File: src/rtl/fifo_rptr_empty.sv
// fifo_rptr_empty: read-domain pointer, Gray export and empty/level status of the async FIFO.
// Define RPTR_UNDERFLOW_ERR_EN to build the sticky underflow flag on rerr.
module fifo_rptr_empty #(
  parameter int ADDR      = 4,
  parameter int AE_THRESH = 2
) (
  input  logic            rclk,
  input  logic            rrst_n,
  input  logic            rinc,
  input  logic [ADDR:0]   rq2_wptr_bin,
  output logic [ADDR-1:0] raddr,
  output logic [ADDR:0]   rptr_gray,
  output logic            rpop,
  output logic            rempty,
  output logic            ralmost_empty,
  output logic [ADDR:0]   rlevel,
  output logic            rerr
);
  localparam logic [ADDR:0] AE = AE_THRESH[ADDR:0];
  logic [ADDR:0] rbin, rbin_next, level_next;
  assign rpop       = rinc & ~rempty;
  assign rbin_next  = rbin + {{ADDR{1'b0}}, rpop};
  assign level_next = rq2_wptr_bin - rbin_next;
  assign raddr      = rbin[ADDR-1:0];
  // status is computed from the post-pop pointer so the last pop raises empty at its own edge
  always_ff @(posedge rclk or negedge rrst_n) begin
    if (!rrst_n) begin
      rbin          <= '0;
      rptr_gray     <= '0;
      rempty        <= 1'b1;
      ralmost_empty <= 1'b1;
      rlevel        <= '0;
    end else begin
      rbin          <= rbin_next;
      rptr_gray     <= rbin_next ^ (rbin_next >> 1);
      rempty        <= rbin_next == rq2_wptr_bin;
      ralmost_empty <= level_next <= AE;
      rlevel        <= level_next;
    end
  end
`ifdef RPTR_UNDERFLOW_ERR_EN
  always_ff @(posedge rclk or negedge rrst_n) begin
    if (!rrst_n) rerr <= 1'b0;
    else if (rinc & rempty) rerr <= 1'b1;
  end
`else
  assign rerr = 1'b0;
`endif
endmodule

File: config.mk
export PLATFORM = sky130hd
export DESIGN_NAME = fifo_rptr_empty
export DESIGN_NICKNAME = d
export VERILOG_FILES = /design/src/rtl/fifo_rptr_empty.sv
export SDC_FILE = /design/constraint.sdc
export NUM_CORES = 1
export LEC_CHECK = 0
export ABC_AREA = 1
export CAP_MARGIN = 20
export CORE_UTILIZATION = 25
export CTS_CLUSTER_SIZE = 25
export DETAILED_ROUTE_END_ITERATION = 8
export PLACE_DENSITY = 0.54
export SYNTH_ARGS = -nofsm -noshare
export SYNTH_HDL_FRONTEND = slang
export SYNTH_SLANG_ARGS = --single-unit
File: constraint.sdc
create_clock -name rclk -period 3.2 [get_ports rclk]
set_clock_uncertainty 0.2 [all_clocks]
set_input_delay 0.64 -clock rclk [delete_from_list [all_inputs] [get_ports rclk]]
set_output_delay 0.64 -clock rclk [all_outputs]
set_load 0.02 [all_outputs]
# Word-level counts from Yosys, hierarchy flattened
# Cells that the tools add are included.
# Widths: inputs -> output; s select.
[word_totals]
input_bits = 8
out_inout_bits = 18
word_cells = 12
reg_bits = 17
[op_classes]
n_lt_le_gt_ge = 1
eq_ne = 1
addsub = 2
n_bitwise = 3
[ops]
columns = ["operator", "count"]
rows = [
  ["$add 5x1->5", 1],
  ["$eq 5x5->1", 1],
  ["$le 5x2->1 const B", 1],
  ["$sub 5x5->5", 1],
  ["$xor 5x4->5", 1],
  ["$and 1x1->1", 1],
  ["$not 1->1", 1],
]

# Depth between registers and ports, before layout
[logic_depth]
ltp_word = 5
ltp_mapped = 16
depth_no_buf = 16

# Worst setup path before layout
# OpenSTA, ideal clock, no wires.
[synth_timing]
path_type = "input to register"
from = "in rinc"
to = "reg ralmost_empty"
setup_time_ns = 0.064
t_arrival_ns = 2.136
n_path_buf = 0
required_time_ns = 2.936
path_stages = 15
slack_ns = 0.800
path_cell_list = "nand3_1 > inv_1 > ha_1 > nor2_1 > inv_1 > nand2_1 > inv_1 > ha_1 > nor2_1 > inv_1 > nand2_1 > nand2_1 > nor2_1 > nand3_1 > nor2_2"
[synth_between]
elab_chain_len = 4
[synth_lines]
columns = ["element", "line_no", "source"]
rows = [
  ["start: declaration", "9", "input logic rinc,"],
  ["$and 1x1->1", "21", "assign rpop = rinc & ~rempty;"],
  ["$add 5x1->5", "22", "assign rbin_next = rbin + {{ADDR{1'b0}}, rpop};"],
  ["net rbin_next[1]", "20", "logic [ADDR:0] rbin, rbin_next, level_next;"],
  ["$sub 5x5->5", "23", "assign level_next = rq2_wptr_bin - rbin_next;"],
  ["net level_next[2]", "20", ""],
  ["$le 5x2->1", "37", "ralmost_empty <= level_next <= AE;"],
  ["end signal: assignment", "31", "ralmost_empty <= 1'b1;"],
  ["end signal: assignment", "37", ""],
  ["end: declaration", "15", "output logic ralmost_empty,"],
]
# The timed path passes the listed nets, and every way through them passes these cells.

# Worst setup path in the final report
# Same ends and word-level chain as after synthesis.

==> impl_metrics.py <==
metrics = {
    "status": {
        "status": "completed",
    },
    "synthesis": {
        "ys_types": 20,
        "synthFlopType": "dfrtp_1",
        "yosysSeqAreaShare": 0.4728,
        "postSynthAreaPerCell_um2": 8.272,
        "synthesis.nets": 114,
        "yosys.area.top_type": "dfrtp_1",
        "ys_warn_count": 0,
        "synth.area.top_cells": "dfrtp_1 41%, nand2_1 11%, inv_1 9.7%, dfstp_2 6.2%, xor2_1 5.1%",
        "synth-edff-count": 0,
        "synth_seq_cells": 16,
        "syn_area_um2": 852.1,
        "synth.top_cells.by_count": "24 x nand2_1, 22 x inv_1, 14 x dfrtp_1, 8 x nand3_1",
        "synth_most_common_cell": "nand2_1",
        "synth_top_area_frac": 0.4112,
        "async_flop_share": 1.000,
        "synthCells": 103,
    },
    "cts": {
        "cts_resized": 0,
        "cts.sinks": 16,
        "cts_setup_buffers": 0,
        "htree_levels": 1,
        "cts-root-buf": "clkbuf_4",
        "cts_buffers": 3,
        "cts.clk_slew.worst_paths_ns": 0.10,
        "cts_tree": "yes",
        "hold_buffers": 0,
        "clock_latency_ns": 0.28,
        "cts.path.max_buffers": 2,
    },
    "detailed_routing": {
        "wl_met2_um": 746,
        "met3WireLength_um": 67,
        "ant_nets": 0,
        "drt-pass1-iter-count": 4,
        "m1WireLength_um": 758,
        "dr.first_iter.drc_count": 14,
        "vias_per_cell": 3.920,
        "via_count": 682,
        "drc": 0,
        "wl_per_cell_um": 9.034,
        "wirelength_um": 1572,
        "top_layer": "met3",
    },
    "sta": {
        "min_period_ns": 2.750,
        "rsz0062_at_grt": "no",
        "tns_ns": 0,
        "worst_pin_slew_ns": 0.7538,
        "setup_viol": 0,
        "finalHoldViolCount": 0,
        "slew_headroom": 0.4959,
        "slew_viol_final": 0,
        "max_freq_mhz": 363.7,
        "period_share": 0.8593,
    },
    "global_routing": {
        "antenna_found_initial": 0,
        "track_usage": 0.1003,
        "grt_pass1_vias": 636,
        "grt_max_degree": 17,
        "grt_overflow": 0,
        "grt_first_pass_wirelength_um": 2642,
    },
    "power_and_ir_drop": {
        "power.density_mw_per_mm2": 1024,
        "leakagePower_uw": 0.0005986,
        "vdd_drop_max_uv": 261.6,
    },
    "floorplan": {
        "rows": 20,
        "dieWidth_um": 60.38,
        "top_level_ports": 26,
        "die_area_mm2": 0.003646,
        "initial_core_util": 0.2702,
        "core_area_mm2": 0.003153,
        "die_y_um": 60.38,
    },
    "layout": {
        "drive_above_1_share": 0.1385,
        "final_cell_count_no_fill": 174,
        "regArea_um2": 402.9,
        "fill_cells": 332,
        "final_util": 0.3730,
        "diodes": 0,
        "multi_input_area_um2": 359.1,
        "syn_to_final_growth_pct": 38.03,
        "nets": 142,
    },
    "placement": {
        "dp_cells": 170,
        "dp_hpwl_um": 1249,
        "place_congestion": 0.7380,
        "port_buffers": 24,
    },
    "critical_path": {
        "cp_data_required_time_ns": 3.23,
        "crit_type": "in -> reg",
        "cp_max_fo": 4,
        "worstPathArrival_ns": 2.78,
        "end_kind": "flip-flop",
        "start_kind": "input pin",
    },
    "worst_hold_path": {
        "hold_class": "reg -> reg",
    },
    "flow_run": {
        "maxCapViolations": 0,
    },
}
## flip-flops by register name (all words and copies together), names as in the netlist
signal / flops
rbin: 5
rptr_gray: 4
ralmost_empty: 1
rlevel: 5
rempty: 1
## per-layer routing
layer  track usage  up-vias
met1        0.1204      305
li1              -      360
met3       0.02132        0
met2        0.1695       17
met5             0        -
met4       0.04983        0
## cell usage in the layout, fill, tap and decap left out, types with 2 or more instances in the layout
cell type / synthesis / routed
a21oi_1: 2 / 2
clkbuf_4: 0 / 3
clkdlybuf4s50_1: 0 / 24
dfrtp_1: 14 / 14
dfstp_2: 2 / 2
ha_1: 3 / 3
inv_1: 22 / 22
nand2_1: 24 / 24
nand2_2: 6 / 6
nand3_1: 8 / 8
nor2_1: 6 / 6
nor2_2: 2 / 2
xor2_1: 5 / 5
## worst max-delay path: stages
cell	delay [ns]
clkdlybuf4s50_1	0.49
nand3_1	0.13
inv_1	0.08
ha_1	0.25
nor2_1	0.19
inv_1	0.06
nand2_1	0.08
inv_1	0.05
ha_1	0.19
nor2_1	0.17
inv_1	0.06
nand2_1	0.06
nand2_1	0.06
nor2_1	0.10
nand3_1	0.10
nor2_2	0.10
## power by group
part	internal (uW)	total, uW	switching, uW	leakage, uW
Combinational	311	716	404	0.000393
Sequential	303	357	54.3	0.000185
Clock	69.2	132	63.0	0.0000210
## cell type report
class | instances | area share
inverters | 22 | 0.07021
well taps | 44 | 0.04681
clock buffers | 4 | 0.03085
repair buffers | 24 | 0.2043
multi-input cells | 64 | 0.3053
flip-flops and latches | 16 | 0.3426
## worst paths after layout
check                        start       endpoint  slack (ns)  cells past startpoint
setup / recovery              rinc  ralmost_empty        0.45                     16
setup reg to reg            rempty  ralmost_empty        0.67                     16
min in group asynchronous   rrst_n        rbin[2]        0.59                      1
max in group asynchronous   rrst_n      rlevel[2]        1.73                      1
hold / removal             rbin[4]        rbin[4]        0.39                      1
hold reg to reg            rbin[4]        rbin[4]        0.39                      1
## stage by stage
stage / hold slack (ns) / total power [uW] / worst slack [ns] / cell area, um^2
floorplan: 0.1444 / 822.4 / 0.7999 / 852.1
global placement: 0.3647 / 1079 / 0.2003 / 1140
detailed placement: 0.3762 / 1086 / 0.1484 / 1140
CTS: 0.3925 / 1228 / 0.4370 / 1176
global route: 0.4141 / 1320 / 0.2181 / 1176
finish: 0.3920 / 1205 / 0.4503 / 1176
## cells by family (layout without fill, tap and decap cells)
group / after synthesis / count (layout) / share of synthesized area
xor+xnor: 6 / 6 / 0.07049
simple gates: 51 / 51 / 0.2849
compound gates: 3 / 3 / 0.01762
buf+inv: 23 / 50 / 0.1057
flops: 16 / 16 / 0.4728
fa+ha+maj: 3 / 3 / 0.04406
other cells: 1 / 1 / 0.004401
(Power assumes the default switching activity.)
